## src/rtl/cdb_arbiter_if.sv

```systemverilog
// Functional-unit result handshake and common-data-bus broadcast signals.
// The master side is the pool of functional units; the slave side is the arbiter.
interface cdb_arbiter_if #(
  parameter int NUM_FU    = 4,
  parameter int ROB_DEPTH = 4
);
  localparam int TAGW = $clog2(ROB_DEPTH);
  localparam int SRCW = $clog2(NUM_FU);

  logic [NUM_FU-1:0]           fu_valid;
  logic [NUM_FU-1:0]           fu_ready;
  logic [NUM_FU-1:0][TAGW-1:0] fu_rob;
  logic [NUM_FU-1:0][4:0]      fu_rd_s;
  logic [NUM_FU-1:0][31:0]     fu_rd_v;

  logic                        cdb_valid;
  logic [TAGW-1:0]             cdb_rob;
  logic [4:0]                  cdb_rd_s;
  logic [31:0]                 cdb_rd_v;
  logic [SRCW-1:0]             cdb_src;

  modport master (
    output fu_valid, fu_rob, fu_rd_s, fu_rd_v,
    input  fu_ready, cdb_valid, cdb_rob, cdb_rd_s, cdb_rd_v, cdb_src
  );

  modport slave (
    input  fu_valid, fu_rob, fu_rd_s, fu_rd_v,
    output fu_ready, cdb_valid, cdb_rob, cdb_rd_s, cdb_rd_v, cdb_src
  );
endinterface

```

## src/rtl/cdb_arbiter.sv

```systemverilog
// Round-robin arbiter for the common data bus: one holding buffer per functional
// unit, one broadcast per cycle, all buffered results dropped on flush or reset.
module cdb_arbiter #(
  parameter int NUM_FU    = 4,
  parameter int ROB_DEPTH = 4
) (
  input  logic         clk,
  input  logic         rst,
  input  logic         flush,
  cdb_arbiter_if.slave bus
);
  localparam int TAGW = $clog2(ROB_DEPTH);
  localparam int SRCW = $clog2(NUM_FU);

  logic            buf_valid_reg [NUM_FU];
  logic [TAGW-1:0] buf_rob_reg   [NUM_FU];
  logic [4:0]      buf_rd_s_reg  [NUM_FU];
  logic [31:0]     buf_rd_v_reg  [NUM_FU];

  logic [SRCW-1:0]   rr_ptr_reg;
  logic [SRCW-1:0]   rr_ptr_next;
  logic [NUM_FU-1:0] grant;
  logic [NUM_FU-1:0] ready;
  logic [NUM_FU-1:0] xfer;
  logic              grant_valid;
  logic [SRCW-1:0]   grant_idx;
  logic [SRCW:0]     scan_sum;
  logic [SRCW-1:0]   scan_idx;
  logic              stall;

  assign stall = rst | flush;

  // Scan from rr_ptr upward with wrap; the sum is one bit wider so the wrap
  // compare works for any NUM_FU, not only powers of two.
  always_comb begin
    grant_valid = 1'b0;
    grant_idx   = '0;
    scan_sum    = '0;
    scan_idx    = '0;
    for (int k = 0; k < NUM_FU; k++) begin
      scan_sum = {1'b0, rr_ptr_reg} + (SRCW+1)'(k);
      if (scan_sum >= (SRCW+1)'(NUM_FU)) begin
        scan_sum = scan_sum - (SRCW+1)'(NUM_FU);
      end
      scan_idx = scan_sum[SRCW-1:0];
      if (!grant_valid && !stall && buf_valid_reg[scan_idx]) begin
        grant_valid = 1'b1;
        grant_idx   = scan_idx;
      end
    end
  end

  always_comb begin
    rr_ptr_next = rr_ptr_reg;
    if (stall) begin
      rr_ptr_next = '0;
    end else if (grant_valid) begin
      rr_ptr_next = (grant_idx == SRCW'(NUM_FU - 1)) ? '0 : grant_idx + SRCW'(1);
    end
  end

  always_ff @(posedge clk) begin
    if (rst) begin
      rr_ptr_reg <= '0;
    end else begin
      rr_ptr_reg <= rr_ptr_next;
    end
  end

  always_comb begin
    bus.cdb_valid = grant_valid;
    bus.cdb_rob   = '0;
    bus.cdb_rd_s  = '0;
    bus.cdb_rd_v  = '0;
    bus.cdb_src   = '0;
    if (grant_valid) begin
      bus.cdb_rob  = buf_rob_reg[grant_idx];
      bus.cdb_rd_s = buf_rd_s_reg[grant_idx];
      bus.cdb_rd_v = buf_rd_v_reg[grant_idx];
      bus.cdb_src  = grant_idx;
    end
  end

  assign bus.fu_ready = ready;

  generate
    for (genvar gi = 0; gi < NUM_FU; gi++) begin : g_unit
      assign grant[gi] = grant_valid && (grant_idx == SRCW'(gi));
      // Ready comes only from registered state and grant, never from fu_valid.
      assign ready[gi] = ~stall & (~buf_valid_reg[gi] | grant[gi]);
      assign xfer[gi]  = bus.fu_valid[gi] & ready[gi];

      always_ff @(posedge clk) begin
        if (stall) begin
          buf_valid_reg[gi] <= 1'b0;
        end else if (xfer[gi]) begin
          buf_valid_reg[gi] <= 1'b1;
        end else if (grant[gi]) begin
          buf_valid_reg[gi] <= 1'b0;
        end
      end

      always_ff @(posedge clk) begin
        if (xfer[gi]) begin
          buf_rob_reg[gi]  <= bus.fu_rob[gi];
          buf_rd_s_reg[gi] <= bus.fu_rd_s[gi];
          buf_rd_v_reg[gi] <= bus.fu_rd_v[gi];
        end
      end
    end
  endgenerate
endmodule

```

## src/flat_wrapper.sv

```systemverilog
// flat-port wrapper written by rule: the top's interface ports become plain ports
module cdb_arbiter_flat 
#(
  parameter int NUM_FU    = 4,
  parameter int ROB_DEPTH = 4
)
  (clk, rst, flush, bus_fu_valid, bus_fu_rob, bus_fu_rd_s, bus_fu_rd_v, bus_fu_ready, bus_cdb_valid, bus_cdb_rob, bus_cdb_rd_s, bus_cdb_rd_v, bus_cdb_src);
  cdb_arbiter_if #(.NUM_FU(NUM_FU), .ROB_DEPTH(ROB_DEPTH)) bus_i ();
  input  logic clk;
  input  logic rst;
  input  logic flush;
  input wire logic [$bits(bus_i.fu_valid)-1:0] bus_fu_valid;
  input wire logic [$bits(bus_i.fu_rob)-1:0] bus_fu_rob;
  input wire logic [$bits(bus_i.fu_rd_s)-1:0] bus_fu_rd_s;
  input wire logic [$bits(bus_i.fu_rd_v)-1:0] bus_fu_rd_v;
  output wire logic [$bits(bus_i.fu_ready)-1:0] bus_fu_ready;
  output wire logic [$bits(bus_i.cdb_valid)-1:0] bus_cdb_valid;
  output wire logic [$bits(bus_i.cdb_rob)-1:0] bus_cdb_rob;
  output wire logic [$bits(bus_i.cdb_rd_s)-1:0] bus_cdb_rd_s;
  output wire logic [$bits(bus_i.cdb_rd_v)-1:0] bus_cdb_rd_v;
  output wire logic [$bits(bus_i.cdb_src)-1:0] bus_cdb_src;
  assign bus_i.fu_valid = bus_fu_valid;
  assign bus_i.fu_rob = bus_fu_rob;
  assign bus_i.fu_rd_s = bus_fu_rd_s;
  assign bus_i.fu_rd_v = bus_fu_rd_v;
  assign bus_fu_ready = bus_i.fu_ready;
  assign bus_cdb_valid = bus_i.cdb_valid;
  assign bus_cdb_rob = bus_i.cdb_rob;
  assign bus_cdb_rd_s = bus_i.cdb_rd_s;
  assign bus_cdb_rd_v = bus_i.cdb_rd_v;
  assign bus_cdb_src = bus_i.cdb_src;
  cdb_arbiter #(.NUM_FU(NUM_FU), .ROB_DEPTH(ROB_DEPTH)) u_core (.clk(clk), .rst(rst), .flush(flush), .bus(bus_i));
endmodule
```

## config.mk

```make
export PLATFORM = sky130hd
export DESIGN_NAME = cdb_arbiter_flat
export DESIGN_NICKNAME = d
export VERILOG_FILES = /design/src/rtl/cdb_arbiter_if.sv /design/src/rtl/cdb_arbiter.sv /design/src/flat_wrapper.sv
export SDC_FILE = /design/constraint.sdc
export NUM_CORES = 1
export LEC_CHECK = 0
export ABC_CLOCK_PERIOD_IN_PS = 8080
export BUFFER_PORTS_ARGS = -buffer_cell sky130_fd_sc_hd__buf_4
export CORE_UTILIZATION = 40
export DETAILED_ROUTE_END_ITERATION = 8
export GPL_ROUTABILITY_DRIVEN = 1
export PLACE_DENSITY = 0.77
export SYNTH_ARGS = -nofsm -noshare
export SYNTH_HDL_FRONTEND = slang
export SYNTH_SLANG_ARGS = --single-unit
```

## constraint.sdc

```tcl
create_clock -name clk -period 8.08 [get_ports clk]
set_input_delay 1.616 -clock clk [delete_from_list [all_inputs] [get_ports clk]]
set_output_delay 1.616 -clock clk [all_outputs]
set_load 0.1 [all_outputs]
```

# --- Word level (Yosys, flattened, before mapping) ---
# Memories as Yosys holds them, arrays and structs flattened.
# Index checks and enable logic that the tools add are counted.
word_totals:
  ff_bits: 2
  mem_bits_rw: 160
  inputBits: 163
  output_inout_bits: 46
  wordCells: 122
  mem_count: 4
mem_list:
  columns: ["name", "depth", "width", "read_ports", "rd_ports_with_merged_regs", "write_ports", "line", "text"]
  rows:
  - ["u_core.buf_rd_v_reg", 4, 32, 1, 0, 4, "cdb_arbiter.sv:18", "logic [31:0] buf_rd_v_reg [NUM_FU];"]
  - ["u_core.buf_rd_s_reg", 4, 5, 1, 0, 4, "cdb_arbiter.sv:17", "logic [4:0] buf_rd_s_reg [NUM_FU];"]
  - ["u_core.buf_rob_reg", 4, 2, 1, 0, 4, "cdb_arbiter.sv:16", "logic [TAGW-1:0] buf_rob_reg [NUM_FU];"]
  - ["u_core.buf_valid_reg", 4, 1, 8, 0, 4, "cdb_arbiter.sv:15", "logic buf_valid_reg [NUM_FU];"]
classes:
  addsub: 8
  magnitude_cmp: 4
  n_eq_ne: 3
  muxes: 59
  bitwise_logic: 26
  reduce_logical: 17
op_table:
  columns: ["cell", "n"]
  rows:
  - ["$mux W1", 46]
  - ["$mux W32", 1]
  - ["$mux W2", 11]
  - ["$or A1 B1 Y1", 13]
  - ["$logic_and A1 B1 Y1", 11]
  - ["$ge A3 B3 Y1 const B", 3]
  - ["$and A1 B1 Y1", 8]
  - ["$sub A2 B1 Y2 const B", 4]
  - ["$add A2 B2 Y3 const B", 2]
  - ["$mux W5", 1]
  - ["$not A1 Y1", 5]
  - ["$eq A2 B2 Y1 const B", 2]
  - ["$logic_not A1 Y1", 4]
  - ["$add A2 B1 Y3 const B", 1]
  - ["$ge A2 B3 Y1 const B", 1]
  - ["$add A2 B1 Y2 const B", 1]
  - ["$eq A2 B1 Y1 const B", 1]
  - ["$logic_not A2 Y1", 1]
  - ["$reduce_or A2 Y1", 1]

# --- Longest topological paths before layout ---
# Gate-level depths: netlist of the first run.
# An unclocked memory read counts as a cell.
depth:
  depth_word: 27
  ltp_mapped: 11
  ltp_nobuf: 8

# --- Worst setup path after synthesis of the first run ---
# OpenSTA, ideal clock, no wires.
synth_path:
  kind: "input port to output port"
  from: "input flush"
  to: "output bus_fu_ready[3]"
  arrival_time_ps: 5110
  path_slack_ps: 1354
  cell_stages: 5
  path_buffers: 1
  cell_sequence: "or2_2 -> clkbuf_1 -> a31oi_2 -> nand2_1 -> a21oi_1"
synth_between:
  word_cells_on_any_way: 25
  classes_between: "eq/ne (1); mux (8); bitwise (4); reduce/logical (12)"
synth_lines:
  columns: ["item", "line", "text"]
  rows:
  - ["start: declaration", "flat_wrapper.sv:11", "input logic flush;"]
  - ["$or A1 B1 Y1 (*)", "cdb_arbiter.sv:31", "assign stall = rst | flush;"]
  - ["$logic_not A1 Y1 (*)", "cdb_arbiter.sv:46", "if (!grant_valid && !stall && buf_valid_reg[scan_idx]) begin"]
  - ["$logic_and A1 B1 Y1", "cdb_arbiter.sv:46", null]
  - ["$mux W1", "cdb_arbiter.sv:46", null]
  - ["$logic_not A1 Y1", "cdb_arbiter.sv:46", null]
  - ["$logic_and A1 B1 Y1 (2 in series)", "cdb_arbiter.sv:46", null]
  - ["$mux W1", "cdb_arbiter.sv:46", null]
  - ["$logic_not A1 Y1", "cdb_arbiter.sv:46", null]
  - ["$logic_and A1 B1 Y1 (2 in series)", "cdb_arbiter.sv:46", null]
  - ["$mux W1", "cdb_arbiter.sv:46", null]
  - ["$logic_not A1 Y1", "cdb_arbiter.sv:46", null]
  - ["$logic_and A1 B1 Y1 (2 in series)", "cdb_arbiter.sv:46", null]
  - ["$mux W1 (*)", "cdb_arbiter.sv:46", null]
  - ["named net bus_cdb_valid", "flat_wrapper.sv:17", "output wire logic [$bits(bus_i.cdb_valid)-1:0] bus_cdb_valid;"]
  - ["$logic_and A1 B1 Y1 (*)", "cdb_arbiter.sv:88", "assign grant[gi] = grant_valid && (grant_idx == SRCW'(gi));"]
  - ["$or A1 B1 Y1 (*)", "cdb_arbiter.sv:90", "assign ready[gi] = ~stall & (~buf_valid_reg[gi] | grant[gi]);"]
  - ["$and A1 B1 Y1 (*)", "cdb_arbiter.sv:90", null]
  - ["end: declaration", "flat_wrapper.sv:16", "output wire logic [$bits(bus_i.fu_ready)-1:0] bus_fu_ready;"]
# Mark *: on every way through the listed nets, which the timed path passes. The rest lies on a longest branch.

==> impl_summary.md, run 1 <==
Status
The flow ran to the end, and the final reports show no timing, DRC or antenna violations.

Global routing
For this run, the total global-route usage over all layers was measured as 18.1%. Global routing consumed, on the met2 layer, 30.5% of the routing resources. The number of global-route vias before repair was 4419. The met1 demand-to-capacity share in global routing is 21.8%. The met3 layer usage reported by global route is 5.79%.

met2 is the most crowded layer. The maximum number of pins on one net before global-route repair is 40. The global route total overflow is 0. The first global-routing pass estimated 23.6 mm of wire.

The number of antenna violations at the first check in global routing was 0.

Layout
Relative to the synthesized area, the layout overhead comes to 34.0%. The finished cells cover 0.00895 mm^2. Cells with a size suffix above 1 make up 43.4% of the layout. Summing all flip-flop and latch instances after layout gives 0.00488 mm^2. For this run, the number of standard cells in the final layout without fillers is 819. The diode insertion count for antenna repair is 0. The multi-input combinational cells in the finished layout cover a total of 0.00161 mm^2. The register with the most flip-flops in the layout has 128 of them. The layout has 1322 filler cells.

The leading cell type in the layout, fill and taps excluded is sky130_fd_sc_hd__buf_4. At the end of the flow, the number of nets in the layout was 758. Leaving out fill and tap cells, the most frequent cells in the layout are sky130_fd_sc_hd__buf_4 (215), sky130_fd_sc_hd__edfxtp_1 (160), sky130_fd_sc_hd__mux2i_1 (80).

Power and ir drop
The internal power consumption is 1.54 mW. The sequential share of power is 47.0%. The power density over the cells is 232 mW/mm^2. The cell leakage power is 3.62 nW. The power spent charging and discharging nets is 0.538 mW. The worst-case IR drop observed on VDD is 0.000138 V. The total design power is 2.08 mW. The power share of the combinational group is 17.1%. The switching share of power is 25.9%. The clock network burns 35.9% of the power.

Setup path
The slowest stage cell on the critical path is sky130_fd_sc_hd__o21ai_4. In this design, the largest share of critical-path delay is due to buffers and inverters. The critical path runs through a total of 9 cells.

Counting both buffers and inverters, the worst setup path holds a total of 3. STA classifies the critical path endpoint as a primary output. The arrival time at the worst endpoint is 3960 ps. The worst setup path is launched from a flip-flop.

The most frequent cell on the critical path is sky130_fd_sc_hd__buf_4. At the worst endpoint, the required time is 6460 ps. For this run, the slowest stage of the critical path takes 700 ps.

By startpoint and endpoint, the worst setup path is classified as flip-flop to primary output. The number of cells on the worst reg-to-reg path is 9. The critical path goes through mux4_2 > o21ai_4 > buf_4 > nor2_1 > inv_1 > ha_1 > nand2_2 > a21oi_1 > buf_4. The maximum fanout encountered on the critical timing path is 29.

Die
The starting density of the core is 41.5%. The core box area is 0.0161 mm^2. The floorplan step defined a die boundary enclosing 0.0172 mm^2.

The row count is 46. The top-level I/O count is 209. The die width is 131 um.

Measured along the y axis, the die boundary spans 131 um.

Detailed routing
The number of DRC markers in iteration 0 is 250. For this run, the detailed router's first-pass iteration total came to 4. The routed layout has 4093 vias. For this run, design rule violations remaining after detail routing come to 0. After detailed routing, the average wire length per cell comes to 18.6 um. The average vias per placed instance is 5.00. The final layout contains routed wiring with a total length of 15.2 mm. The detail route stage leaves a number of antenna-violating nets equal to 0.

Timing
The portion of the clock cycle consumed by the worst path in the final layout is 69.0%. Based on the critical path, the design can be clocked at up to 179 MHz. Between clock sinks in the finished design, the worst skew comes to 6.92 ps. The hold violation count in the final report is 0. The final critical path time including I/O delays and setup is 5570 ps. Setup repair after global routing left no endpoint under its margin.

The slew at the pin with the worst max-slew slack is 1250 ps. The worst path meets setup with 2510 ps of slack. The count of final max-slew check failures is 0.

For the final routed database, the setup TNS stands at 0 ps. The number of failing setup endpoints in the final timing report is 0. The headroom to the max-slew limit is 16.3%.

CTS
The number of clock buffers added by TritonCTS is 17. No sink is reached through more buffers than the 2 on the longest clock path. After clock tree synthesis, the clock-pin slew on the worst setup and hold paths is 60 ps.

Once the clock tree was built, the resizer swapped 0 gates to a different size. The source-to-sink clock delay at the later pin of the worst-skew pair is 410 ps. The tree is rooted in a sky130_fd_sc_hd__clkbuf_16. The number of levels the H-tree was split into is 4. TritonCTS built the clock tree. The clock sink total is 164. The hold buffer count at cts is 0. The count of buffers added by post-CTS timing repair for setup is 0.

Yosys
The mean area per synthesized cell is 17.5 um^2. The Yosys step of the flow raised 0 warnings. The most used flip-flop cell after synthesis is sky130_fd_sc_hd__edfxtp_1. Counting flops with a built-in enable in the synthesized netlist gives 160. The netlist area before placement is 0.00668 mm^2. The async set or reset register ratio after synthesis is 0%. After synthesis, flip-flops and latches occupy 73.1% of the total area. The number of nets in the synthesized netlist is 548. The post-synthesis cell count is 381. The number of different library cells used by synthesis comes to 34.

By area the synthesized netlist is led by sky130_fd_sc_hd__edfxtp_1 (72%), sky130_fd_sc_hd__mux2i_1 (12%), sky130_fd_sc_hd__o22ai_1 (3.3%), sky130_fd_sc_hd__buf_12 (1.2%), sky130_fd_sc_hd__dfxtp_1 (1.2%). Of the post-synthesis cell area, the dominant cell type holds 71.9%. Synthesis inferred 164 register bits. The leading area contributor after synthesis is sky130_fd_sc_hd__edfxtp_1.

Placement
Prior to clock tree synthesis, the placed netlist has a worst setup slack of 2630 ps. The number of placed instances with taps included is 788. The half-perimeter wire length after detailed placement is 10.3 mm. The number of port buffers is 208. The global placement routability congestion is 0.770.

In this run the cell area measured after placement is 0.00841 mm^2.

Min path
The worst hold path was traced through 2 stages. The min-delay analysis places its worst path in the category flip-flop to flip-flop.

Flow run
Max-cap violations in this run came to 0.
-- worst reg2reg max path: cells and delay by family (launching register included) --
family / cells / cell delay (ps)
AO/OA/AOI/OAI: 2 / 1410
buffers and inverters: 3 / 1160
flip-flops: 1 / 610
AND/OR/NAND/NOR: 2 / 220
multiplexers: 1 / 660
adder cells (fa/ha/maj): 1 / 170
-- metal layers --
| metal | up-vias | share of wire [%] |
|---|---|---|
| met5 | - | 0 |
| met4 | 0 | 1.5 |
| met3 | 17 | 6.2 |
| met2 | 154 | 52 |
| met1 | 2001 | 41 |
| li1 | 1921 | - |
-- synth_stat cells, types with 2 or more instances --
| library cell | instances |
|---|---|
| sky130_fd_sc_hd__edfxtp_1 | 160 |
| sky130_fd_sc_hd__mux2i_1 | 80 |
| sky130_fd_sc_hd__o22ai_1 | 35 |
| sky130_fd_sc_hd__a21oi_1 | 14 |
| sky130_fd_sc_hd__nor2_1 | 9 |
| sky130_fd_sc_hd__buf_2 | 8 |
| sky130_fd_sc_hd__nand2_1 | 8 |
| sky130_fd_sc_hd__inv_1 | 6 |
| sky130_fd_sc_hd__buf_12 | 4 |
| sky130_fd_sc_hd__clkbuf_1 | 4 |
| sky130_fd_sc_hd__dfxtp_1 | 4 |
| sky130_fd_sc_hd__ha_1 | 4 |
| sky130_fd_sc_hd__nand2b_1 | 4 |
| sky130_fd_sc_hd__o22ai_2 | 4 |
| sky130_fd_sc_hd__buf_6 | 3 |
| sky130_fd_sc_hd__buf_8 | 3 |
| sky130_fd_sc_hd__nand2_2 | 3 |
| sky130_fd_sc_hd__nand3_1 | 3 |
| sky130_fd_sc_hd__o21ai_0 | 3 |
| sky130_fd_sc_hd__o21ai_2 | 3 |
| sky130_fd_sc_hd__a31oi_1 | 2 |
| sky130_fd_sc_hd__buf_4 | 2 |
| sky130_fd_sc_hd__mux4_2 | 2 |
| sky130_fd_sc_hd__o221ai_1 | 2 |
| sky130_fd_sc_hd__or2_2 | 2 |
-- power groups by stage --
| stage | registers (mW) | logic, mW | clock network, mW |
|---|---|---|---|
| after floorplan | 0.988 | 0.271 | 0 |
| after global placement | 0.993 | 0.354 | 0 |
| after detailed placement | 0.995 | 0.359 | 0 |
| after CTS | 0.977 | 0.360 | 0.768 |
| after global routing | 0.979 | 0.375 | 0.797 |
| final | 0.977 | 0.356 | 0.747 |
-- final cells by class --
class,instances,area share (%)
tap,216,3.02
inverter,6,0.252
clock buffer,18,4.79
sequential,164,54.6
timing repair buffer,215,18.0
clock inverter,13,1.31
multi-input combinational,187,18.0
-- cell families (layout without fill, tap and decap cells) --
| kind of cell | count (synthesis) | after routing | synth area share, % |
|---|---|---|---|
| AND/OR/NAND/NOR | 34 | 34 | 2.64 |
| AO/OA/AOI/OAI | 67 | 67 | 7.10 |
| buffers and inverters | 30 | 252 | 3.76 |
| adder cells (fa/ha/maj) | 4 | 4 | 0.749 |
| multiplexers | 82 | 82 | 12.7 |
| flip-flops | 164 | 164 | 73.1 |
-- final timing paths --
check	from	to	slack [ps]
setup / recovery	u_core.buf_valid_reg[1]	bus_fu_ready[0]	2510
hold / removal	u_core.rr_ptr_reg[0]	u_core.rr_ptr_reg[0]	730
setup reg to reg	u_core.buf_valid_reg[1]	u_core.buf_rd_v_reg[0][27]	3510
hold reg to reg	u_core.rr_ptr_reg[0]	u_core.rr_ptr_reg[0]	730
-- stage by stage --
| step | hold slack, ps | utilization [%] |
|---|---|---|
| final | 725 | 55.6 |
| after floorplan | 703 | - |
| after global routing | 808 | 55.6 |
| after global placement | 696 | 52.2 |
| after CTS | 729 | 55.6 |
| after detailed placement | 718 | 52.2 |
No activity file was read; power rests on OpenSTA's default activity.
==> run 2: changes to the inputs <==
--- a/config.mk
+++ b/config.mk
@@ -5,7 +5,7 @@
 export SDC_FILE = /design/constraint.sdc
 export NUM_CORES = 1
 export LEC_CHECK = 0
-export ABC_CLOCK_PERIOD_IN_PS = 8080
+export ABC_CLOCK_PERIOD_IN_PS = 5500
 export BUFFER_PORTS_ARGS = -buffer_cell sky130_fd_sc_hd__buf_4
 export CORE_UTILIZATION = 40
 export DETAILED_ROUTE_END_ITERATION = 8
==> constraint.sdc (replaced) <==
create_clock -name clk -period 5.5 [get_ports clk]
set_input_delay 1.1 -clock clk [delete_from_list [all_inputs] [get_ports clk]]
set_output_delay 1.1 -clock clk [all_outputs]
set_load 0.1 [all_outputs]
==> impl_summary.md, run 2 (synthesized netlist as in run 1, its figures left out) <==
CTS
The CTS tree was yes (unchanged). The count of buffers added by post-CTS timing repair for setup is 0 (unchanged). The clock buffer count from CTS came to 17 (unchanged). The source-to-sink clock delay at the later pin of the worst-skew pair came to 420 ps (was 410 ps).

The clock-pin slew on the worst setup and hold paths was 60 ps (about the same). The post-CTS resize count is 0 (unchanged). The clock root buffer is sky130_fd_sc_hd__clkbuf_16 (unchanged). The hold buffer count at cts was 0 (unchanged).

The maximum clock insertion buffer count is 2 (unchanged). The number of levels the H-tree was split into is 4 (unchanged). The clock sink total is 164 (unchanged).

Layout
The diode insertion count for antenna repair is 0 (unchanged). The number of flip-flops in the largest register is 128 (unchanged). The area added between synthesis and finish is 33.9% (was 34.0%).

The leading cell type in the layout, fill and taps excluded was sky130_fd_sc_hd__buf_4 (unchanged). The final non-filler cell area is 0.00895 mm^2 (about the same). The net total in the final layout is 758 (unchanged). The fraction of layout cells with a size suffix above 1 came to 43.6% (was 43.4%). The final-layout fill cell count is 1308 (was 1322). Most frequent cells in the layout: sky130_fd_sc_hd__buf_4 (214), sky130_fd_sc_hd__edfxtp_1 (160), sky130_fd_sc_hd__mux2i_1 (80) (was sky130_fd_sc_hd__buf_4 (215), sky130_fd_sc_hd__edfxtp_1 (160), sky130_fd_sc_hd__mux2i_1 (80)). The number of cells in the finished layout apart from fillers is 819 (unchanged). The core occupancy in the finished layout is 55.5% (was 55.6%).

Setup path
The startpoint type of the worst setup path is a flip-flop (unchanged). The category of the critical setup timing path was flip-flop to primary output (unchanged). The maximum fanout encountered on the critical timing path is 23 (was 29). The capturing instance or port of the critical path is bus_fu_ready[0] (unchanged). The arrival time at the worst endpoint was 3820 ps (was 3960 ps).

The launch point of the worst path was u_core.buf_valid_reg[1] (unchanged). The critical path data required time is 4400 ps (was 6460 ps). The worst reg2reg path depth is 8 (was 9). The endpoint of the worst register-to-register path is u_core.buf_rd_v_reg[0][16] (was u_core.buf_rd_v_reg[0][27]). The critical path capture point type is a primary output (unchanged).

The worst reg2reg path startpoint is u_core.buf_valid_reg[1] (unchanged). The internal reg-to-reg setup slack was 1510 ps (was 3510 ps).

Placement
The global placement routability congestion was 0.833 (was 0.770). The total placed instance area is 0.00842 mm^2 (was 0.00841 mm^2). The number of port buffers is 208 (unchanged). The number of placed instances with taps included is 788 (unchanged). The worst setup timing slack at the placement stage is 1000 ps (was 2630 ps). The half-perimeter wire length after detailed placement was 10.3 mm (about the same).

Detailed routing
The routed length on met1 is 5.97 mm (was 6.19 mm). The uppermost signal routing layer after detailed routing is met4 (unchanged). The post-route antenna net violation count is 0 (unchanged). The total length of routed met2 wires is 8.10 mm (was 7.87 mm). The routed wire length per instance is 19.0 um (was 18.6 um). The routed wire length is 15.5 mm (was 15.2 mm). The remaining design rule violation count is 0 (unchanged). The number of DRC markers in iteration 0 was 154 (was 250). The detailed-routing iteration count for the pre-antenna-repair pass is 5 (was 4). The wire length on met3 is 1.06 mm (was 950 um). The overall via count from detail_route is 4215 (was 4093). The average vias per placed instance is 5.15 (was 5.00).

Status
Status: finished clean (unchanged).

Min path
The class of the tightest hold or removal check is flip-flop to flip-flop (unchanged).

Die
The row count is 46 (unchanged). The height of the chip is 131 um (unchanged). The die width is 131 um (unchanged). The top-level I/O count is 209 (unchanged). The core box area is 0.0161 mm^2 (unchanged). The starting density of the core is 41.5% (unchanged). The total die area was 0.0172 mm^2 (unchanged).

Global routing
The total track usage came to 18.3% (was 18.1%). The number of antenna violations at the first check in global routing came to 0 (unchanged). The maximum number of pins on one net before global-route repair is 49 (was 40). The number of global-route vias before repair came to 4482 (was 4419). The global route total overflow is 0 (unchanged). The global-route wire length before repair was 23.7 mm (was 23.6 mm).

Timing
The routed design could run at a clock period as short as 4920 ps. The count of final max-slew check failures is 0 (unchanged). The slew at the pin with the worst max-slew slack is 1280 ps (was 1250 ps).

The setup slack of the critical path after layout was 583 ps (was 2510 ps). The hold violation count in the final report is 0 (unchanged). Unrepaired setup endpoints after global routing: no (unchanged). Of the available clock period, the critical path in the final layout requires 89.4%. The fmax is 203 MHz. The headroom to the max-slew limit is 14.5% (was 16.3%). The clock skew is 11.3 ps (was 6.92 ps).

The number of failing setup endpoints in the final timing report is 0 (unchanged).

Power and ir drop
The switching share of power came to 26.6% (was 25.9%). The power density over the cells is 339 mW/mm^2 (was 232 mW/mm^2). The worst supply voltage drop on vdd was 0.000212 V (was 0.000138 V). The sequential share of power is 47.2% (was 47.0%).

The internal power consumption is 2.23 mW (was 1.54 mW). The cell leakage power is 3.61 nW (was 3.62 nW). The total design power came to 3.04 mW (was 2.08 mW). The clock group share of total power is 35.3% (was 35.9%). The power spent charging and discharging nets is 0.808 mW (was 0.538 mW).

The power share of the combinational group came to 17.5% (was 17.1%).

Flow run
The count of maximum capacitance violations is 0 (unchanged).
[run 2: cell types whose count changed in the layout (fill, tap and decap cells not counted)]
cell,change
sky130_fd_sc_hd__bufinv_16,-1
sky130_fd_sc_hd__clkbuf_1,+3
sky130_fd_sc_hd__buf_12,+1
sky130_fd_sc_hd__buf_4,-1
sky130_fd_sc_hd__clkinv_2,-1
sky130_fd_sc_hd__a21oi_2,+1
sky130_fd_sc_hd__a21oi_1,-1
sky130_fd_sc_hd__clkinvlp_4,+2
sky130_fd_sc_hd__clkinv_1,-3
[run 2: critical path: stages (launching register included)]
cell	delay, ps
sky130_fd_sc_hd__edfxtp_1	600
sky130_fd_sc_hd__mux4_2	650
sky130_fd_sc_hd__o21a_1	280
sky130_fd_sc_hd__o21ai_4	630
sky130_fd_sc_hd__buf_4	410
sky130_fd_sc_hd__ha_1	220
sky130_fd_sc_hd__nand2_2	100
sky130_fd_sc_hd__a21oi_1	200
sky130_fd_sc_hd__buf_4	310
[run 2: worst min path at each step]
stage                         start  cells past startpoint  slack (ps)   endpoint
6_report       u_core.rr_ptr_reg[0]                      2         730  flip-flop
5_1_grt        u_core.rr_ptr_reg[0]                      2         800  flip-flop
4_1_cts        u_core.rr_ptr_reg[0]                      2         720  flip-flop
3_5_place_dp   u_core.rr_ptr_reg[0]                      2         710  flip-flop
3_3_place_gp   u_core.rr_ptr_reg[0]                      2         690  flip-flop
2_1_floorplan  u_core.rr_ptr_reg[0]                      3         700  flip-flop
[run 2: power groups by stage]
stage | Combinational, mW | Clock (mW) | Sequential [mW]
after global placement | 0.525 | 0 | 1.46
final | 0.530 | 1.07 | 1.43
after CTS | 0.535 | 1.09 | 1.43
after floorplan | 0.398 | 0 | 1.45
after global routing | 0.556 | 1.14 | 1.44
after detailed placement | 0.533 | 0 | 1.46
[run 2: layout make-up]
| class | instances | area (um^2) | area share [%] |
|---|---|---|---|
| timing repair buffer | 215 | 1630 | 18.2 |
| tap | 216 | 270 | 3.02 |
| clock inverter | 10 | 86.3 | 0.965 |
| sequential | 164 | 4880 | 54.6 |
| clock buffer | 21 | 440 | 4.92 |
| multi-input combinational | 187 | 1620 | 18.1 |
| inverter | 6 | 22.5 | 0.252 |
[run 2: per-layer routing]
layer | vias up | global-route usage [%]
met5 | - | 0
met4 | 0 | 8.07
met3 | 33 | 5.13
met2 | 194 | 32.1
met1 | 2067 | 20.6
li1 | 1921 | -
[run 2: metrics by stage]
stage / hold WS (ps) / setup TNS (ps)
2_1_floorplan: 703 / -259
3_5_place_dp: 709 / 0
4_1_cts: 722 / 0
5_1_grt: 800 / 0
3_3_place_gp: 695 / 0
6_report: 731 / 0
